==> src/rtl/cache_refill_arbiter.sv <==
// Round-robin arbiter sharing one main-memory read port between the icache and
// dcache refill engines; serialises whole-block bursts and routes beats back.
module cache_refill_arbiter #(
    parameter int ADDR_W = 32,
    parameter int DATA_W = 64,
    parameter int BEATS  = 4
) (
    input  logic              clock,
    input  logic              reset,
    input  logic              req0,
    input  logic              req1,
    input  logic [ADDR_W-1:0] addr0,
    input  logic [ADDR_W-1:0] addr1,
    output logic              grant0,
    output logic              grant1,
    output logic              rvalid0,
    output logic              rvalid1,
    output logic [DATA_W-1:0] rdata,
    output logic              rlast,
    output logic              busy,
    output logic              mem_req,
    output logic [ADDR_W-1:0] mem_addr,
    input  logic              mem_ack,
    input  logic              mem_rvalid,
    input  logic [DATA_W-1:0] mem_rdata
);

    localparam int CNT_W = $clog2(BEATS);
    localparam logic [ADDR_W-1:0] ALIGN_MASK = ~ADDR_W'(BEATS - 1);
    localparam logic [CNT_W-1:0]  LAST_BEAT  = CNT_W'(BEATS - 1);

    typedef enum logic [1:0] {IDLE, ISSUE, BURST} state_t;

    state_t              state, state_n;
    logic                owner, owner_n;
    logic                last_served, last_served_n;
    logic [CNT_W-1:0]    cnt, cnt_n;
    logic                grant0_n, grant1_n, rvalid0_n, rvalid1_n, rlast_n, busy_n, mem_req_n;
    logic [DATA_W-1:0]   rdata_n;
    logic [ADDR_W-1:0]   mem_addr_n;
    logic                winner;

    // NOTE: every variable gets a default before the case so no path leaves it unassigned (no latch).
    always_comb begin
        state_n       = state;
        owner_n       = owner;
        last_served_n = last_served;
        cnt_n         = cnt;
        grant0_n      = 1'b0;
        grant1_n      = 1'b0;
        rvalid0_n     = 1'b0;
        rvalid1_n     = 1'b0;
        rlast_n       = 1'b0;
        rdata_n       = rdata;
        mem_req_n     = mem_req;
        mem_addr_n    = mem_addr;
        // On a tie the requester that was not served last wins.
        winner        = (req0 && req1) ? ~last_served : req1;

        case (state)
            IDLE: begin
                mem_req_n = 1'b0;
                if (req0 || req1) begin
                    grant0_n   = ~winner;
                    grant1_n   = winner;
                    owner_n    = winner;
                    mem_addr_n = (winner ? addr1 : addr0) & ALIGN_MASK;
                    mem_req_n  = 1'b1;
                    cnt_n      = '0;
                    state_n    = ISSUE;
                end
            end
            ISSUE: begin
                if (mem_ack) begin
                    mem_req_n = 1'b0;
                    state_n   = BURST;
                end
            end
            BURST: begin
                if (mem_rvalid) begin
                    rdata_n   = mem_rdata;
                    rvalid0_n = ~owner;
                    rvalid1_n = owner;
                    cnt_n     = cnt + 1'b1;
                    if (cnt == LAST_BEAT) begin
                        rlast_n       = 1'b1;
                        last_served_n = owner;
                        state_n       = IDLE;
                    end
                end
            end
            default: state_n = IDLE;
        endcase

        // busy also covers the cycle presenting rlast, when the FSM is already back in IDLE.
        busy_n = (state_n != IDLE) || rlast_n;
    end

    // NOTE: sequential state uses non-blocking assignments so all registers update together.
    always_ff @(posedge clock or posedge reset) begin
        if (reset) begin
            state       <= IDLE;
            owner       <= 1'b0;
            last_served <= 1'b1;
            cnt         <= '0;
            grant0      <= 1'b0;
            grant1      <= 1'b0;
            rvalid0     <= 1'b0;
            rvalid1     <= 1'b0;
            rlast       <= 1'b0;
            rdata       <= '0;
            busy        <= 1'b0;
            mem_req     <= 1'b0;
            mem_addr    <= '0;
        end else begin
            state       <= state_n;
            owner       <= owner_n;
            last_served <= last_served_n;
            cnt         <= cnt_n;
            grant0      <= grant0_n;
            grant1      <= grant1_n;
            rvalid0     <= rvalid0_n;
            rvalid1     <= rvalid1_n;
            rlast       <= rlast_n;
            rdata       <= rdata_n;
            busy        <= busy_n;
            mem_req     <= mem_req_n;
            mem_addr    <= mem_addr_n;
        end
    end

endmodule

==> config.mk <==
export PLATFORM = sky130hd
export DESIGN_NAME = cache_refill_arbiter
export DESIGN_NICKNAME = d
export VERILOG_FILES = /design/src/rtl/cache_refill_arbiter.sv
export SDC_FILE = /design/constraint.sdc
export NUM_CORES = 1
export LEC_CHECK = 0
export BUFFER_PORTS_ARGS = -buffer_cell sky130_fd_sc_hd__buf_2
export CORE_MARGIN = 2
export CORE_UTILIZATION = 44
export DETAILED_ROUTE_END_ITERATION = 10
export GPL_ROUTABILITY_DRIVEN = 0
export GPL_TIMING_DRIVEN = 0
export PLACE_DENSITY = 0.8
export SETUP_SLACK_MARGIN = 0.2
export SLEW_MARGIN = 20
export SYNTH_ARGS = -nofsm -noshare
export SYNTH_HDL_FRONTEND = slang
export SYNTH_SLANG_ARGS = --single-unit
==> constraint.sdc <==
create_clock -name clock -period 3.3 [get_ports clock]
set_input_delay 0.165 -clock clock [delete_from_list [all_inputs] [get_ports clock]]
set_output_delay 0.165 -clock clock [all_outputs]
set_load 0.03 [all_outputs]
=== Word level (Yosys, flattened, before mapping) ===
Index checks and enable logic that the tools add are counted.

* Register bits after elaboration: 107
* Input bits: 134
* Output and inout bits: 103

* Add/subtract/negate cells: 1
* Eq/ne operators: 6
* Multiplexer cells: 24
* Bitwise operators: 3
* Reduce and logical (&&, ||, !) cells: 12

{| class="wikitable"
|+ Operators by type and width
! cell !! count
|-
| $mux W32 || 1
|-
| $mux W1 || 14
|-
| $mux W2 || 6
|-
| $ne A2 B2 Y1 const B || 3
|-
| $pmux W2 S3 || 1
|-
| $reduce_and A2 Y1 || 3
|-
| $reduce_and A3 Y1 || 2
|-
| $reduce_bool A2 Y1 || 3
|-
| $eq A2 B2 Y1 const B || 2
|-
| $pmux W2 S2 || 1
|-
| $not A1 Y1 || 3
|-
| $add A2 B1 Y2 const B || 1
|-
| $eq A2 B1 Y1 const B || 1
|-
| $logic_not A2 Y1 || 1
|-
| $logic_or A1 B1 Y1 || 2
|-
| $pmux W1 S2 || 1
|-
| $logic_and A1 B1 Y1 || 1
|}

=== Logic depth before layout (Yosys ltp) ===
* Word-level depth: 6
* Mapped depth: 6
* Gate-level depth less buffers: 3

=== Worst setup path before layout ===
OpenSTA, ideal clock, no wires.

* Kind: reg-to-reg
* Start: reg state[1]
* End: reg mem_addr[10]
* Arrival time: 1.219 ns
* Required time: 3.174 ns
* Slack: 1.955 ns
* Cell stages (with the launch flop): 5
* Path buffers: 1
* Period minus slack after synthesis: 1.345 ns
* Cells stage by stage: dfrtp_1 nor2_2 o21ai_2 buf_2 a221o_1

* Word-level cells in the longest chain between the ends: 2

{| class="wikitable"
|+ RTL lines
! what !! line !! RTL
|-
| start: declaration || 34 || <nowiki>state_t state, state_n;</nowiki>
|-
| start signal: assignment || 116 || <nowiki>state <= state_n;</nowiki>
|-
| $logic_not A2 Y1 || 60 || <nowiki>case (state)</nowiki>
|-
| $reduce_and A2 Y1 (no source line) || -- ||
|-
| end signal: assignment || 128 || <nowiki>mem_addr <= mem_addr_n;</nowiki>
|-
| end: declaration || 22 || <nowiki>output logic [ADDR_W-1:0] mem_addr,</nowiki>
|}

No other way between the ends.
A chain may end at the register's enable or synchronous reset.

=== Worst setup path after layout ===
* Start: reg state[1]
* End: reg mem_addr[27]

The elaborated chain is that of the path after synthesis.

==> results.yml <==
grt:
  grt_pass1_vias: 4147
  grt_pass1_wl_um: 19700
  grt.overflow.total: 0
  grt_util_all_layers_pct: 24.3
  grt_max_degree: 68
  antenna_found_initial: 0
yosys:
  synth_common_cells: "nand2_1 (194), dfrtp_1 (106), and3_1 (31)"
  synth_top_area_cell: "dfrtp_1"
  synth_top_area_share_pct: 62.4
  synth.area.mux_share_pct: 0.265
  yosys.cell_types.count: 27
  yosysWarnings: 0
  synthCells: 422
  syn_area_um2: 4250
  seq_area_frac_synth_pct: 63.0
  ys_ff_latch: 107
  yosys-top-cells-area: "dfrtp_1 (62%), nand2_1 (17%), a221o_1 (7.1%)"
  syn_avg_cell_area_um2: 10.1
  yosys.area_share.adder_pct: 0.294
  yosysMostFrequentCell: "nand2_1"
  synthArstFlopShare_pct: 100
  synth_edf_count: 0
  synth_compound_area_share_pct: 8.74
  synth-main-ff-cell: "dfrtp_1"
  synth-xor-area-share_pct: 0
  synth_simple_gate_area_share_pct: 23.6
  synth_top_family_by_area: "simple AND/OR/NAND/NOR gates"
power:
  ir_drop_mv: 0.456
  leakagePower_nw: 3.66
  total_power_mw: 5.99
  power-per-cell-area_nw_per_um2: 947
timing:
  drv_slew: 0
  hold_viol: 0
  clock.fmax_ghz: 0.616
  maxSlewHeadroom_pct: 65.3
  setup-violations-final: 0
  rsz0062_at_grt: "false"
  fin_skew_ps: 12.1
  finalSetupTns_ps: 0
  worstMarginPinSlew_ps: 520
  fin_crit_ps: 1620
  fin_crit_sh_pct: 49.2
  worst_slack_ps: 1680
worst_setup_path:
  r2r_cells: 4
  rrSetupSlack_ps: 1680
  worstSetupPathType: "reg2reg"
  endpoint_kind: "register"
  path_max_fanout: 10
  required_ps: 3530
  rr_endpoint: "mem_addr[27]"
  regToRegStartpoint: "state[1]"
  critPathLaunchType: "register"
  arrival_ps: 1850
place:
  dp_slack_ps: 1670
  portBuffers: 230
  place_hpwl_um: 8890
  dp.cells: 783
layout:
  areaGrowthSynthToFinish_pct: 48.8
  fin_cells: 852
  final_nets: 853
  drive_above_1_share_pct: 37.5
  diodes: 0
run:
  maxCapViolCount: 0
die:
  die_h_um: 102
  num_rows: 35
  die_area_um2: 10500
  start_util_pct: 45.6
  chipWidth_um: 102
  core_um2: 9330
  io_pins: 237
cts:
  cts_buffers: 9
  cts.path.max_buffers: 2
  clkLatencyLatePin_ps: 350
  cts-root-buf: "clkbuf_8"
  cts_sinks: 107
  ctsHoldBuffers: 52
  cts_setup_buffers: 0
  cts_htree_levels: 3
  cts_tree: "done"
  clk_pin_slew_ps: 90
  cts_resized: 0
run_status:
  status: "completed"
hold_path:
  hold_path_class: "in2reg"
  holdPathStages: 3
  holdCritStartpoint: "mem_rdata[3]"
  hold_end: "rdata[3]"
routing:
  drt_wl_total_um: 13000
  drt-initial-drc-count: 141
  drt_first_pass_iters: 4
  dr_total_vias: 4191
  wl_per_cell_um: 15.3
  ant_nets: 0
  drc: 0
  vias_per_cell: 4.92
==> sequential cells by signal, indices dropped and copies added, names as in the netlist, 2 cells and up <==
signal and count:
rdata 64, mem_addr 30, cnt 2, state 2
==> area by class of cell <==
class	instances	area, um2
sequential	107	2680
multi-input combinational	283	1400
clock buffer	11	151
buffer	30	160
tap	129	161
timing repair buffer	284	1710
fill	689	3000
clock inverter	5	42.5
inverter	3	16.3
==> critical path, stage by stage, from the launching register on <==
cell and delay, ps:
dfrtp_1 460, nor2_2 280, o21ai_2 170, buf_2 220
a221o_1 370
==> per-layer routing <==
| layer | routed length [um] | GRT usage, % |
|---|---|---|
| met2 | 6780 | 45.1 |
| met3 | 1030 | 6.77 |
| met4 | 276 | 7.79 |
| met5 | 0 | 0 |
| met1 | 4960 | 26.9 |
==> placed cells by master (no fill, tap or decap), drive strengths merged, types with 2 or more instances in the layout <==
master and n:
a21o 2, nand2b 3, and2 3, o21ai 5, buf 250, clkbuf 22, dfrtp 106, o211ai 2
nor2 3, dlygate4sd3 53, a221o 30, inv 6, and3 31, conb 2, nand2 194
==> power by group <==
part	switching, mW	internal, mW
clock network	0.448	0.326
registers	0.346	1.89
logic	2.03	0.947
==> through the flow <==
stage          util, %  hold WS [ps]  instance area (um2)
2_1_floorplan        -           270                 4250
5_1_grt           67.8         0.342                 6320
3_3_place_gp      59.7           355                 5570
6_report          67.8          17.6                 6320
4_1_cts           67.7         0.546                 6310
3_5_place_dp      60.0           197                 5600
==> how the worst max path moves through the flow <==
stage                   from           end  depth (start not counted)
global placement       reset     rdata[40]                          2
global route        state[1]  mem_addr[12]                          4
CTS                 state[1]  mem_addr[27]                          4
detailed placement  state[1]  mem_addr[12]                          4
finish              state[1]  mem_addr[27]                          4
floorplan              reset          busy                          1
==> logic make-up (layout without fill, tap and decap cells) <==
group	after synthesis	after routing
compound gates	41	41
buf+inv	33	333
other cells	1	2
flops	107	107
mux	1	1
simple gates	238	238
fa+ha+maj	1	1
Note: power is estimated with default switching activity, not from simulation.
